<file path="config.mk">
export PLATFORM = sky130hd
export DESIGN_NAME = uart_dsp_regif_flat
export DESIGN_NICKNAME = d
export VERILOG_FILES = /design/src/rtl/uart_dsp_regif_if.sv /design/src/rtl/uart_dsp_regif.sv /design/src/flat_wrapper.sv
export SDC_FILE = /design/constraint.sdc
export NUM_CORES = 1
export LEC_CHECK = 0
export CELL_PAD_IN_SITES_DETAIL_PLACEMENT = 1
export CELL_PAD_IN_SITES_GLOBAL_PLACEMENT = 1
export CORE_ASPECT_RATIO = 1.2
export CORE_UTILIZATION = 55
export DETAILED_ROUTE_END_ITERATION = 10
export HOLD_SLACK_MARGIN = 0.06
export PLACE_DENSITY_LB_ADDON = 0.1
export SYNTH_ARGS = -nofsm -noshare
export SYNTH_HDL_FRONTEND = slang
export SYNTH_SLANG_ARGS = --single-unit
</file>
<file path="constraint.sdc">
create_clock -name DSP0_CLK -period 8.5 [get_ports DSP0_CLK]
set_input_delay 0.85 -clock DSP0_CLK [delete_from_list [all_inputs] [get_ports DSP0_CLK]]
set_output_delay 0.85 -clock DSP0_CLK [all_outputs]
set_load 0.05 [all_outputs]
</file>
<file path="src/rtl/uart_dsp_regif_if.sv">
// Host-side register bus of the UART DSP register interface: one access per
// cycle while DSP_CEn is low, read data registered by the slave.
interface uart_dsp_regif_if;
    logic        DSP_CEn;
    logic [3:0]  DSP_ADDR;
    logic        DSP_WEn;
    logic [15:0] DSP_WDATA;
    logic [15:0] DSP_RDATA;

    modport master (
        output DSP_CEn, DSP_ADDR, DSP_WEn, DSP_WDATA,
        input  DSP_RDATA
    );

    modport slave (
        input  DSP_CEn, DSP_ADDR, DSP_WEn, DSP_WDATA,
        output DSP_RDATA
    );
endinterface

</file>
<file path="src/rtl/uart_dsp_regif.sv">
// UART register interface for the DSP host bus: register file, TX/RX byte
// FIFOs toward the UART core, sticky interrupt status and a registered IRQn.
module uart_dsp_regif #(
    parameter int FIFO_DEPTH = 16
) (
    input  logic              DSP0_CLK,
    input  logic              RESETn,
    uart_dsp_regif_if.slave   bus,
    output logic [7:0]        TX_DATA,
    output logic              TX_VALID,
    input  logic              TX_READY,
    input  logic [7:0]        RX_DATA,
    input  logic              RX_VALID,
    input  logic              RX_ERR,
    input  logic              RX_TOUT,
    input  logic              CORE_BUSY,
    output logic [7:0]        LCR_O,
    output logic [7:0]        CR_O,
    output logic [15:0]       IBRD_O,
    output logic              IRQn
);
    localparam int          AW      = $clog2(FIFO_DEPTH);
    localparam logic [AW:0] DEPTH_C = (AW+1)'(FIFO_DEPTH);

    typedef enum logic [3:0] {
        A_DR   = 4'd0,
        A_LCR  = 4'd1,
        A_FCR  = 4'd2,
        A_CR   = 4'd3,
        A_FR   = 4'd4,
        A_IER  = 4'd5,
        A_ISR  = 4'd6,
        A_IBRD = 4'd7
    } reg_addr_e;

    // Threshold codes 00/01/10/11 map to 1/8, 1/4, 1/2 and 3/4 of the depth.
    function automatic logic [AW:0] thr_level(input logic [1:0] code);
        case (code)
            2'b00:   return DEPTH_C >> 3;
            2'b01:   return DEPTH_C >> 2;
            2'b10:   return DEPTH_C >> 1;
            default: return (DEPTH_C >> 1) + (DEPTH_C >> 2);
        endcase
    endfunction

    // ------------------------------------------------------------------
    // Access decode
    // ------------------------------------------------------------------
    logic acc_wr, acc_rd;
    logic wr_dr, wr_lcr, wr_fcr, wr_cr, wr_ier, wr_isr, wr_ibrd;
    logic rd_dr;

    assign acc_wr  = !bus.DSP_CEn && !bus.DSP_WEn;
    assign acc_rd  = !bus.DSP_CEn &&  bus.DSP_WEn;
    assign wr_dr   = acc_wr && (bus.DSP_ADDR == A_DR);
    assign wr_lcr  = acc_wr && (bus.DSP_ADDR == A_LCR);
    assign wr_fcr  = acc_wr && (bus.DSP_ADDR == A_FCR);
    assign wr_cr   = acc_wr && (bus.DSP_ADDR == A_CR);
    assign wr_ier  = acc_wr && (bus.DSP_ADDR == A_IER);
    assign wr_isr  = acc_wr && (bus.DSP_ADDR == A_ISR);
    assign wr_ibrd = acc_wr && (bus.DSP_ADDR == A_IBRD);
    assign rd_dr   = acc_rd && (bus.DSP_ADDR == A_DR);

    // ------------------------------------------------------------------
    // Configuration registers
    // ------------------------------------------------------------------
    logic [7:0]  lcr_q, cr_q, ier_q;
    logic [15:0] ibrd_q;
    logic [5:0]  fcr_cfg_q;     // FCR[7:2]; flush bits are never stored

    // NOTE: state flops use non-blocking assignments so every flop samples
    // pre-edge values regardless of block evaluation order.
    always_ff @(posedge DSP0_CLK or negedge RESETn) begin
        if (!RESETn) begin
            lcr_q     <= '0;
            cr_q      <= '0;
            ier_q     <= '0;
            ibrd_q    <= '0;
            fcr_cfg_q <= '0;
        end else begin
            if (wr_lcr)  lcr_q     <= bus.DSP_WDATA[7:0];
            if (wr_cr)   cr_q      <= bus.DSP_WDATA[7:0];
            if (wr_ier)  ier_q     <= bus.DSP_WDATA[7:0];
            if (wr_ibrd) ibrd_q    <= bus.DSP_WDATA;
            if (wr_fcr)  fcr_cfg_q <= bus.DSP_WDATA[7:2];
        end
    end

    assign LCR_O  = lcr_q;
    assign CR_O   = cr_q;
    assign IBRD_O = ibrd_q;

    logic [AW:0] tx_thr, rx_thr;
    assign tx_thr = thr_level(fcr_cfg_q[1:0]);
    assign rx_thr = thr_level(fcr_cfg_q[5:4]);

    // ------------------------------------------------------------------
    // TX FIFO: host pushes through DR, core pops on TX_VALID & TX_READY
    // ------------------------------------------------------------------
    logic [7:0]    tx_mem [FIFO_DEPTH];
    logic [AW-1:0] tx_wp_q, tx_rp_q;
    logic [AW:0]   tx_cnt_q, tx_cnt_d;
    logic          tx_full, tx_empty, tx_pop, tx_push, tx_flush;

    assign tx_full  = (tx_cnt_q == DEPTH_C);
    assign tx_empty = (tx_cnt_q == '0);
    assign tx_pop   = !tx_empty && TX_READY;
    assign tx_push  = wr_dr && (!tx_full || tx_pop);
    assign tx_flush = wr_fcr && bus.DSP_WDATA[0];

    // NOTE: always_comb assigns a default first so no path can infer a latch.
    always_comb begin
        tx_cnt_d = tx_cnt_q;
        if (tx_flush)
            tx_cnt_d = '0;
        else if (tx_push && !tx_pop)
            tx_cnt_d = tx_cnt_q + (AW+1)'(1);
        else if (!tx_push && tx_pop)
            tx_cnt_d = tx_cnt_q - (AW+1)'(1);
    end

    always_ff @(posedge DSP0_CLK or negedge RESETn) begin
        if (!RESETn) begin
            tx_wp_q  <= '0;
            tx_rp_q  <= '0;
            tx_cnt_q <= '0;
        end else begin
            tx_cnt_q <= tx_cnt_d;
            if (tx_flush) begin
                tx_wp_q <= '0;
                tx_rp_q <= '0;
            end else begin
                if (tx_push) tx_wp_q <= tx_wp_q + AW'(1);
                if (tx_pop)  tx_rp_q <= tx_rp_q + AW'(1);
            end
        end
    end

    // NOTE: FIFO storage has no reset; the counts gate every observable read,
    // so stale contents are never seen.
    always_ff @(posedge DSP0_CLK) begin
        if (tx_push) tx_mem[tx_wp_q] <= bus.DSP_WDATA[7:0];
    end

    assign TX_VALID = !tx_empty;
    assign TX_DATA  = tx_empty ? 8'h00 : tx_mem[tx_rp_q];

    // ------------------------------------------------------------------
    // RX FIFO: core pushes on RX_VALID, host pops through DR reads
    // ------------------------------------------------------------------
    logic [7:0]    rx_mem [FIFO_DEPTH];
    logic [AW-1:0] rx_wp_q, rx_rp_q;
    logic [AW:0]   rx_cnt_q, rx_cnt_d;
    logic          rx_full, rx_empty, rx_pop, rx_push, rx_flush, rx_ovr;

    assign rx_full  = (rx_cnt_q == DEPTH_C);
    assign rx_empty = (rx_cnt_q == '0);
    assign rx_pop   = rd_dr && !rx_empty;
    assign rx_push  = RX_VALID && (!rx_full || rx_pop);
    assign rx_ovr   = RX_VALID && rx_full && !rx_pop;
    assign rx_flush = wr_fcr && bus.DSP_WDATA[1];

    always_comb begin
        rx_cnt_d = rx_cnt_q;
        if (rx_flush)
            rx_cnt_d = '0;
        else if (rx_push && !rx_pop)
            rx_cnt_d = rx_cnt_q + (AW+1)'(1);
        else if (!rx_push && rx_pop)
            rx_cnt_d = rx_cnt_q - (AW+1)'(1);
    end

    always_ff @(posedge DSP0_CLK or negedge RESETn) begin
        if (!RESETn) begin
            rx_wp_q  <= '0;
            rx_rp_q  <= '0;
            rx_cnt_q <= '0;
        end else begin
            rx_cnt_q <= rx_cnt_d;
            if (rx_flush) begin
                rx_wp_q <= '0;
                rx_rp_q <= '0;
            end else begin
                if (rx_push) rx_wp_q <= rx_wp_q + AW'(1);
                if (rx_pop)  rx_rp_q <= rx_rp_q + AW'(1);
            end
        end
    end

    always_ff @(posedge DSP0_CLK) begin
        if (rx_push) rx_mem[rx_wp_q] <= RX_DATA;
    end

    // ------------------------------------------------------------------
    // Interrupt status: sticky, write-1-to-clear, set beats clear
    // ------------------------------------------------------------------
    logic [3:0] isr_q, isr_set, isr_clr;
    logic       irq_n_q;

    always_comb begin
        isr_set    = '0;
        isr_set[3] = (tx_cnt_q > tx_thr) && (tx_cnt_d <= tx_thr);
        isr_set[2] = (rx_cnt_q < rx_thr) && (rx_cnt_d >= rx_thr);
        isr_set[1] = RX_TOUT && !rx_empty;
        isr_set[0] = RX_ERR || rx_ovr;
        isr_clr    = wr_isr ? bus.DSP_WDATA[3:0] : 4'h0;
    end

    always_ff @(posedge DSP0_CLK or negedge RESETn) begin
        if (!RESETn) begin
            isr_q   <= '0;
            irq_n_q <= 1'b1;
        end else begin
            isr_q   <= (isr_q & ~isr_clr) | isr_set;
            irq_n_q <= ~|(isr_q & ier_q[3:0]);
        end
    end

    assign IRQn = irq_n_q;

    // ------------------------------------------------------------------
    // Read path
    // ------------------------------------------------------------------
    logic [15:0] rd_val, rdata_q;

    always_comb begin
        rd_val = '0;
        case (bus.DSP_ADDR)
            A_DR:    rd_val = rx_empty ? 16'h0000 : {8'h00, rx_mem[rx_rp_q]};
            A_LCR:   rd_val = {8'h00, lcr_q};
            A_FCR:   rd_val = {8'h00, fcr_cfg_q, 2'b00};
            A_CR:    rd_val = {8'h00, cr_q};
            A_FR:    rd_val = {8'h00, tx_full, tx_empty, 1'b0, rx_empty,
                               rx_full, 2'b00, CORE_BUSY};
            A_IER:   rd_val = {8'h00, ier_q};
            A_ISR:   rd_val = {12'h000, isr_q};
            A_IBRD:  rd_val = ibrd_q;
            default: rd_val = '0;
        endcase
    end

    always_ff @(posedge DSP0_CLK or negedge RESETn) begin
        if (!RESETn)
            rdata_q <= '0;
        else if (acc_rd)
            rdata_q <= rd_val;
    end

    assign bus.DSP_RDATA = rdata_q;

endmodule
</file>
<file path="src/flat_wrapper.sv">
// flat-port wrapper written by rule: the top's interface ports become plain ports
module uart_dsp_regif_flat 
#(
    parameter int FIFO_DEPTH = 16
)
  (DSP0_CLK, RESETn, TX_DATA, TX_VALID, TX_READY, RX_DATA, RX_VALID, RX_ERR, RX_TOUT, CORE_BUSY, LCR_O, CR_O, IBRD_O, IRQn, bus_DSP_CEn, bus_DSP_ADDR, bus_DSP_WEn, bus_DSP_WDATA, bus_DSP_RDATA);
  uart_dsp_regif_if bus_i ();
  input  logic DSP0_CLK;
  input  logic RESETn;
  output logic [7:0] TX_DATA;
  output logic TX_VALID;
  input  logic TX_READY;
  input  logic [7:0] RX_DATA;
  input  logic RX_VALID;
  input  logic RX_ERR;
  input  logic RX_TOUT;
  input  logic CORE_BUSY;
  output logic [7:0] LCR_O;
  output logic [7:0] CR_O;
  output logic [15:0] IBRD_O;
  output logic IRQn;
  input wire logic [$bits(bus_i.DSP_CEn)-1:0] bus_DSP_CEn;
  input wire logic [$bits(bus_i.DSP_ADDR)-1:0] bus_DSP_ADDR;
  input wire logic [$bits(bus_i.DSP_WEn)-1:0] bus_DSP_WEn;
  input wire logic [$bits(bus_i.DSP_WDATA)-1:0] bus_DSP_WDATA;
  output wire logic [$bits(bus_i.DSP_RDATA)-1:0] bus_DSP_RDATA;
  assign bus_i.DSP_CEn = bus_DSP_CEn;
  assign bus_i.DSP_ADDR = bus_DSP_ADDR;
  assign bus_i.DSP_WEn = bus_DSP_WEn;
  assign bus_i.DSP_WDATA = bus_DSP_WDATA;
  assign bus_DSP_RDATA = bus_i.DSP_RDATA;
  uart_dsp_regif #(.FIFO_DEPTH(FIFO_DEPTH)) u_core (.DSP0_CLK(DSP0_CLK), .RESETn(RESETn), .bus(bus_i), .TX_DATA(TX_DATA), .TX_VALID(TX_VALID), .TX_READY(TX_READY), .RX_DATA(RX_DATA), .RX_VALID(RX_VALID), .RX_ERR(RX_ERR), .RX_TOUT(RX_TOUT), .CORE_BUSY(CORE_BUSY), .LCR_O(LCR_O), .CR_O(CR_O), .IBRD_O(IBRD_O), .IRQn(IRQn));
endmodule
</file>
[Word level (Yosys, flattened, before mapping)]
Memories as Yosys holds them, arrays and structs flattened.
Index checks and enable logic that the tools add are counted.
Cells by class
  bitwise logic cells: 4
  add/sub/neg operators: 8
  mux-type cells: 24
  magnitude comparators: 4
  equal/unequal tests: 13
  reductions and logical operators: 49
Operators with widths (number)
  16-bit one-hot mux with 8 select lines: 1
  4-bit two-way mux: 9
  5-bit two-way mux: 6
  1-bit logical AND: 25
  4-bit one-hot mux with 3 select lines: 2
  4-bit by 1-bit adder with 4-bit output (second input constant): 4
  4-bit by 3-bit == test with 1-bit output (second input constant): 4
  8-bit two-way mux: 2
  1-bit logical NOT: 11
  5-bit by 1-bit adder with 5-bit output (second input constant): 2
  5-bit == test (second input constant): 2
  5-bit logical NOT: 2
  5-bit by 1-bit subtractor with 5-bit output (second input constant): 2
  4-bit AND: 2
  4-bit by 2-bit == test with 1-bit output (second input constant): 2
  2-bit nonzero test: 4
  5-bit by 4-bit >= comparator with 1-bit output: 1
  5-bit by 4-bit greater-than comparator with 1-bit output: 1
  5-bit by 4-bit less-or-equal comparator with 1-bit output: 1
  5-bit by 4-bit less-than comparator with 1-bit output: 1
  2-bit by 1-bit == test with 1-bit output (second input constant): 2
  2-bit == test (second input constant): 2
  4-bit by 1-bit == test with 1-bit output (second input constant): 1
  2-bit logical NOT: 2
  6 further kinds: 11
Storage, ports and cells
  register bits: 93
  bits of input ports: 37
  memories: 2
  output and inout port bits: 58
  memory bits (writable): 256
  word-level logic and storage cells: 118
Memory list
  u_core.rx_mem: words 16, width 8, read ports 1, clocked after memory_dff 0, wr ports 1, RTL line uart_dsp_regif.sv:151  | logic [7:0] rx_mem [FIFO_DEPTH];
  u_core.tx_mem: words 16, width 8, read ports 1, clocked after memory_dff 0, wr ports 1, RTL line uart_dsp_regif.sv:100  | logic [7:0] tx_mem [FIFO_DEPTH];

[Logic depth before layout (Yosys ltp)]
Gate-level depths: netlist of the first run.
  depth after elaboration: 14
  gate-level depth with buffers: 13
  gate-level depth less buffers: 13

[Least setup slack after synthesis of the first run]
OpenSTA, ideal clock, no wires.
  kind: input to register
  start point: in bus_DSP_ADDR[2]
  end point: reg u_core.isr_q[2]
  stages: 11
  arrival: 3.192 ns
  slack: 5.190 ns
  required time: 8.382 ns
  path through: buf_6 -> or4_4 -> buf_6 -> or3_4 -> a41oi_2 -> xor2_1 -> nor2_1 -> ha_1 -> nor4b_1 -> mux2i_1 -> a21o_1
On the way
  longest elaborated chain between the ends: 13
RTL lines
  from (decl): RTL line flat_wrapper.sv:23  | input wire logic [$bits(bus_i.DSP_ADDR)-1:0] bus_DSP_ADDR;
  4-bit logical NOT: RTL line uart_dsp_regif.sv:62  | assign rd_dr = acc_rd && (bus.DSP_ADDR == A_DR);
  1-bit logical AND: RTL line uart_dsp_regif.sv:62
  1-bit logical AND: RTL line uart_dsp_regif.sv:158  | assign rx_pop = rd_dr && !rx_empty;
  1-bit logical OR: RTL line uart_dsp_regif.sv:159  | assign rx_push = RX_VALID && (!rx_full || rx_pop);
  1-bit logical AND: RTL line uart_dsp_regif.sv:159
  1-bit logical NOT: RTL line uart_dsp_regif.sv:169  | else if (!rx_push && rx_pop)
  1-bit logical AND: RTL line uart_dsp_regif.sv:169
  5-bit two-way mux: RTL line uart_dsp_regif.sv:169
  5-bit two-way mux: RTL line uart_dsp_regif.sv:167  | else if (rx_push && !rx_pop)
  5-bit two-way mux *: RTL line uart_dsp_regif.sv:165  | if (rx_flush)
  named net u_core.rx_cnt_d[2]: RTL line uart_dsp_regif.sv:153  | logic [AW:0] rx_cnt_q, rx_cnt_d;
  5-bit by 4-bit >= comparator with 1-bit output *: RTL line uart_dsp_regif.sv:203  | isr_set[2] = (rx_cnt_q < rx_thr) && (rx_cnt_d >= rx_thr);
  1-bit logical AND *: RTL line uart_dsp_regif.sv:203
  4-bit bitwise OR *: RTL line uart_dsp_regif.sv:214  | isr_q <= (isr_q & ~isr_clr) | isr_set;
  to (signal assigned): RTL line uart_dsp_regif.sv:214
  to (decl): RTL line uart_dsp_regif.sv:197  | logic [3:0] isr_q, isr_set, isr_clr;
The timed path passes the listed nets; every way through them passes the cells marked *.
A chain may end at the register's enable or synchronous reset.

[Worst setup path in the final report of the first run]
  start point: reg u_core.tx_rp_q[0]
  end point: out TX_DATA[3]
On the way
  longest elaborated chain between the ends: 2
RTL lines
  from (decl): RTL line uart_dsp_regif.sv:101  | logic [AW-1:0] tx_wp_q, tx_rp_q;
  from (signal assigned): RTL line uart_dsp_regif.sv:134  | if (tx_pop) tx_rp_q <= tx_rp_q + AW'(1);
  memory read 16 x 8 bit
  8-bit two-way mux: RTL line uart_dsp_regif.sv:146  | assign TX_DATA = tx_empty ? 8'h00 : tx_mem[tx_rp_q];
  to (decl): RTL line flat_wrapper.sv:10  | output logic [7:0] TX_DATA;
No other way between the ends.

==> flow_summary.json, run 1 <==
{
  "run_status": "complete, but fails checks",
  "violations": "design-rule violations",
  "synthesis.nets": 945,
  "cts_buffer_depth": 3,
  "drtIter0Drc": 470,
  "die_y_um": 182,
  "synthesis.area_um2": 14900,
  "cts_setup_buffers": 0,
  "leakage_nw": 6.12,
  "crit_fanout": 35,
  "synth-main-ff-cell": "edfxtp_1",
  "ctsHoldBuffers": 0,
  "netlist_instances": 881,
  "antenna_found_initial": 0,
  "nets": 1048,
  "cts-root-buf": "clkbuf_16",
  "initial_core_util_pct": 56.3,
  "fp.coreArea_um2": 26500,
  "grt_pass1_wl_um": 55600,
  "rsz0062_at_grt": "false",
  "layout_common_cells": "256 x edfxtp_1, 93 x clkdlybuf4s50_1, 89 x dfrtp_1",
  "maxCapViolCount": 0,
  "power.density_nw_per_um2": 304,
  "die_w_um": 152,
  "cpPeakStageDelay_ns": 0.69,
  "fin_crit_sh_pct": 49.9,
  "grt.total_usage_pct": 27.1,
  "cts_buffers": 35,
  "end_kind": "output port",
  "grt_pass1_vias": 9140,
  "clk_pin_slew_ns": 0.07,
  "synth_top_cell_by_area": "edfxtp_1",
  "period_minus_slack_ns": 4.24,
  "yosysWarnings": 0,
  "wirelength_um": 36200,
  "critPathRequiredTime_ns": 7.65,
  "ir_worst_vdd_mv": 0.218,
  "synth_seq_area_share_pct": 67.1,
  "path_cells": "buf_4 > mux4_2 > mux4_2 > and2_1 > clkdlybuf4s50_1",
  "synth-seq-cells": 349,
  "slew_viol_final": 0,
  "ys_types": 64,
  "synth.avg_cell_area_um2": 16.9,
  "tightest_slew_ns": 1.03,
  "ant_nets": 0,
  "io_pins": 95,
  "arrival_ns": 3.39,
  "routabilityCongestion": 0.807,
  "htree_levels": 2,
  "route.detailed.drc": 4,
  "setup_viol": 0,
  "fmax_mhz": 236,
  "crit_buf_inv": 2,
  "dpl_cell_area_um2": 16200,
  "synth_edf_count": 256,
  "die_area_um2": 27800,
  "syn_to_final_growth_pct": 15.9,
  "tns_ns": 0,
  "async_flop_share_pct": 26.6,
  "ys_top_cells_by_area": "edfxtp_1 51%, dfrtp_1 15%, mux4_2 12%, mux2_2 3.5%, ha_1 2.3%",
  "vias_per_cell": 6.21,
  "start_kind": "flip-flop",
  "cp_slowest_cell": "clkdlybuf4s50_1",
  "crit_top_cell": "mux4_2",
  "drive_gt1_share_pct": 21.9,
  "grt.overflow.total": 0,
  "synth_top_area_share_pct": 51.5,
  "vias": 8337,
  "dr.pass1.iters": 8,
  "worstSetupPathType": "reg2out",
  "wl_per_cell_um": 27.0,
  "cts.sinks": 349,
  "slew_headroom_pct": 31.3,
  "hold_path.class": "in2async",
  "mostFrequentLayoutCell": "edfxtp_1",
  "cts_resized": 0,
  "grt_max_degree": 61,
  "clk_latency_ns": 0.52,
  "skew_ns": 0.0136,
  "crit_family": "buffers and inverters",
  "num_rows": 65,
  "hold_viol_final": 0,
  "io_buffers": 94,
  "hpwl_um": 25500,
  "antenna_cells": 0,
  "cts_tree": "yes",
  "final_cell_area_um2": 17300,
  "whs_ns": 0.293
}
==> power by group <==
group,leakage [nW],total (mW),switching [mW],internal (mW)
clock network,0.527,1.45,0.628,0.822
logic,2.12,1.60,0.871,0.729
registers,3.47,2.21,0.210,2.00
==> path summary, 6_finish.rpt <==
kind / startpoint / to / slack (ns) / cells after the start
worst max register to register: u_core.tx_cnt_q[0]$_DFF_PN0_ / u_core.isr_q[3]$_DFF_PN0_ / 4.95 / 13
worst min-delay path: RESETn / u_core.bus.DSP_RDATA[0]$_DFFE_PN0P_ / 0.29 / 1
min in group DSP0_CLK: u_core.bus.DSP_RDATA[13]$_DFFE_PN0P_ / u_core.bus.DSP_RDATA[13]$_DFFE_PN0P_ / 0.48 / 2
worst max-delay path: u_core.tx_rp_q[0]$_DFFE_PN0P_ / TX_DATA[3] / 4.26 / 5
max in group asynchronous: RESETn / u_core.IBRD_O[9]$_DFFE_PN0P_ / 7.04 / 2
worst min register to register: u_core.bus.DSP_RDATA[13]$_DFFE_PN0P_ / u_core.bus.DSP_RDATA[13]$_DFFE_PN0P_ / 0.48 / 2
==> layout make-up <==
type	count	area [um^2]
multi-input combinational	458	4620
sequential	349	10000
timing repair buffer	113	1080
inverter	27	101
fill	2274	9210
clock inverter	20	121
clock buffer	41	941
tap	335	419
==> synth_stat cells, types with 6 or more instances <==
library cell	count
a21oi_1	29
a22oi_1	8
a31oi_1	8
and2_1	33
buf_1	6
buf_2	13
clkbuf_1	26
dfrtp_1	92
edfxtp_1	256
ha_1	27
inv_1	27
mux2_2	47
mux4_2	80
nand2_1	40
nand3_1	22
nand4_1	9
nor2_1	40
nor4_1	8
o21ai_0	9
xnor2_1	7
xor2_1	10
==> registers in the layout, indices dropped and copies added, names as in the netlist, 4 cells and up <==
| name | count |
|---|---|
| u_core.rx_mem | 128 |
| u_core.tx_rp_q | 4 |
| u_core.rx_wp_q | 4 |
| u_core.ier_q | 8 |
| u_core.IBRD_O | 16 |
| u_core.tx_wp_q | 4 |
| u_core.rx_cnt_q | 5 |
| u_core.tx_cnt_q | 5 |
| u_core.rx_rp_q | 4 |
| u_core.LCR_O | 8 |
| u_core.isr_q | 4 |
| u_core.fcr_cfg_q | 6 |
| u_core.CR_O | 8 |
| u_core.tx_mem | 128 |
| u_core.bus.DSP_RDATA | 16 |
==> metrics by stage <==
step	util (%)	instances	power (mW)	setup WS (ns)
3_3_place_gp	61.2	1282	3.77	4.39
6_report	65.2	1343	5.26	4.26
3_5_place_dp	61.2	1282	3.86	4.23
2_1_floorplan	-	881	3.34	5.19
5_1_grt	65.2	1343	5.48	4.12
4_1_cts	65.2	1343	5.30	4.20
==> layer usage <==
layer	vias up	share of wire [%]	GRT usage (%)
li1	3658	-	-
met1	4375	37	31.0
met2	227	55	50.8
met3	77	4.5	4.73
met4	0	3.4	10.2
met5	-	0	0
==> kinds of logic (layout without fill, tap and decap cells) <==
logic type	after synthesis	count (layout)	share of synthesized area, %
muxes	129	129	15.7
adders and majority gates	27	27	2.26
AOI/OAI and AO/OA	86	86	4.26
xor gates and xnor gates	17	17	0.997
DFF	349	349	67.1
and+or+nand+nor	199	199	7.57
buffers and inverters	74	201	2.07
Power figures use the tool's default switching activity.
==> inputs of run 2 (changes only) <==
--- a/config.mk
+++ b/config.mk
@@ -8,7 +8,7 @@
 export CELL_PAD_IN_SITES_DETAIL_PLACEMENT = 1
 export CELL_PAD_IN_SITES_GLOBAL_PLACEMENT = 1
 export CORE_ASPECT_RATIO = 1.2
-export CORE_UTILIZATION = 55
+export CORE_UTILIZATION = 51
 export DETAILED_ROUTE_END_ITERATION = 10
 export HOLD_SLACK_MARGIN = 0.06
 export PLACE_DENSITY_LB_ADDON = 0.1
==> constraint.sdc (replaced) <==
create_clock -name DSP0_CLK -period 4 [get_ports DSP0_CLK]
set_input_delay 0.4 -clock DSP0_CLK [delete_from_list [all_inputs] [get_ports DSP0_CLK]]
set_output_delay 0.4 -clock DSP0_CLK [all_outputs]
set_load 0.05 [all_outputs]
==> run 2 against run 1 <==
The flow now finishes without violations. Combinational power up 120%. Largest cell class unchanged. Cell area grew 2.0%. First-iteration DRC count is 13% higher. Hold slack better by 0.19 ns. Via count up 0.36%.
==> flow_summary.json, run 2 (synthesis gave the netlist of run 1 again) <==
{
  "whs_ns": 0.481,
  "worstSetupPathType": "reg2out",
  "cts_buffers": 37,
  "clk_pin_slew_ns": 0.06,
  "hold_path.class": "reg2reg",
  "final_cells": 1410,
  "die_w_um": 158,
  "antenna_found_initial": 1,
  "dpl_cell_area_um2": 16400,
  "end_kind": "output port",
  "use_met3_pct": 4.26,
  "drive_gt1_share_pct": 22.9,
  "htree_levels": 2,
  "grt.total_usage_pct": 26.0,
  "die_area_um2": 30000,
  "vias": 8367,
  "ant_nets": 0,
  "initial_core_util_pct": 51.9,
  "cts_tree": "yes",
  "pre_cts_ws_ns": 0.348,
  "layout_common_cells": "256 x edfxtp_1, 93 x clkdlybuf4s50_1, 90 x dfrtp_1",
  "power.density_nw_per_um2": 658,
  "top_regs": "u_core.rx_mem (128), u_core.tx_mem (128)",
  "run_status": "finished clean",
  "ir_worst_vdd_mv": 0.472,
  "fp.coreArea_um2": 28800,
  "routabilityCongestion": 0.811,
  "syn_to_final_growth_pct": 18.2,
  "leakage_nw": 6.26,
  "period_minus_slack_ns": 3.53,
  "antenna_cells": 0,
  "hpwl_um": 25900,
  "grt_max_degree": 68,
  "mostFrequentLayoutCell": "edfxtp_1",
  "cts_setup_buffers": 0,
  "rsz0062_at_grt": "false",
  "final_cell_area_um2": 17600,
  "cts.sinks": 349,
  "crit_fanout": 35,
  "nets": 1061,
  "placedCellCount": 1342,
  "busiest_layer": "met2",
  "io_pins": 95,
  "arrival_ns": 3.13,
  "wl_per_cell_um": 26.0,
  "setup_viol": 0,
  "grt.overflow.total": 0,
  "slew_headroom_pct": 30.5,
  "grt_pass1_wl_um": 56800,
  "cts_resized": 0,
  "ctsHoldBuffers": 1,
  "wirelength_um": 36700,
  "use_met1_pct": 30.6,
  "skew_ns": 0.0168,
  "hold_viol_final": 0,
  "grt_pass1_vias": 9336,
  "fmax_mhz": 283,
  "drtIter0Drc": 532,
  "dr.pass1.iters": 5,
  "setup_slack_ns": 0.467,
  "met2_usage_pct": 47.1,
  "start_kind": "flip-flop",
  "critPathRequiredTime_ns": 3.60,
  "tns_ns": 0,
  "tightest_slew_ns": 1.04,
  "cts_buffer_depth": 3,
  "io_buffers": 94,
  "clk_latency_ns": 0.52,
  "die_y_um": 189,
  "cts-root-buf": "clkbuf_16",
  "vias_per_cell": 5.93,
  "route.detailed.drc": 0,
  "fin_crit_sh_pct": 88.3,
  "maxCapViolCount": 0,
  "num_rows": 68,
  "slew_viol_final": 0
}
-- run 2: changes by cell type in the layout (fill, tap and decap cells not counted), moves of 2 or more --
cell       previous run  this run
buf_4                20        29
clkbuf_8              0         5
clkbuf_16            37        39
clkinv_1             10         6
clkinv_2              6         3
bufinv_16             1         4
clkbuf_1              4         8
-- run 2: per-stage QoR --
stage	power, mW	util (%)
finish	11.6	61.4
global route	12.1	61.4
CTS	11.7	61.4
detailed placement	8.23	57.0
global placement	8.12	57.0
floorplan	7.09	-
-- run 2: area by class of cell --
type                    count  area [um^2]
fillers                  2646        11100
flip-flops and latches    349        10000
multi-input cells         458         4610
repair buffers            124         1180
clock buffers              52         1070
well taps                 385          482
clock inverters            15          181
inverters                  27          101
-- run 2: metal layers --
layer / share of wire (%) / up-vias
met1: 37 / 4391
met4: 3.7 / 2
met2: 55 / 215
met5: 0.033 / -
met3: 4.0 / 75
li1: - / 3684
-- run 2: final timing paths --
check | from | to | slack (ns) | cells past startpoint
worst max-delay path | u_core.tx_rp_q[0]$_DFFE_PN0P_ | TX_DATA[3] | 0.47 | 5
worst min-delay path | u_core.bus.DSP_RDATA[10]$_DFFE_PN0P_ | u_core.bus.DSP_RDATA[10]$_DFFE_PN0P_ | 0.48 | 2
worst max register to register | u_core.tx_cnt_q[0]$_DFF_PN0_ | u_core.isr_q[3]$_DFF_PN0_ | 0.55 | 13
worst min register to register | u_core.bus.DSP_RDATA[10]$_DFFE_PN0P_ | u_core.bus.DSP_RDATA[10]$_DFFE_PN0P_ | 0.48 | 2
max in group asynchronous | RESETn | u_core.IBRD_O[11]$_DFFE_PN0P_ | 2.49 | 3
min in group asynchronous | RESETn | u_core.rx_rp_q[0]$_DFFE_PN0P_ | 0.55 | 2
-- run 2: report_power, final --
group,total [mW],internal (mW),switching (mW)
combinational,3.48,1.57,1.91
sequential,4.66,4.26,0.398
clock,3.48,2.13,1.35
-- run 2: critical path: stages (launching register included) --
cell and delay, ns:
dfrtp_2 0.38, buf_12 0.27, mux4_2 0.60, mux4_2 0.48
and2_1 0.18, clkdlybuf4s50_1 0.69
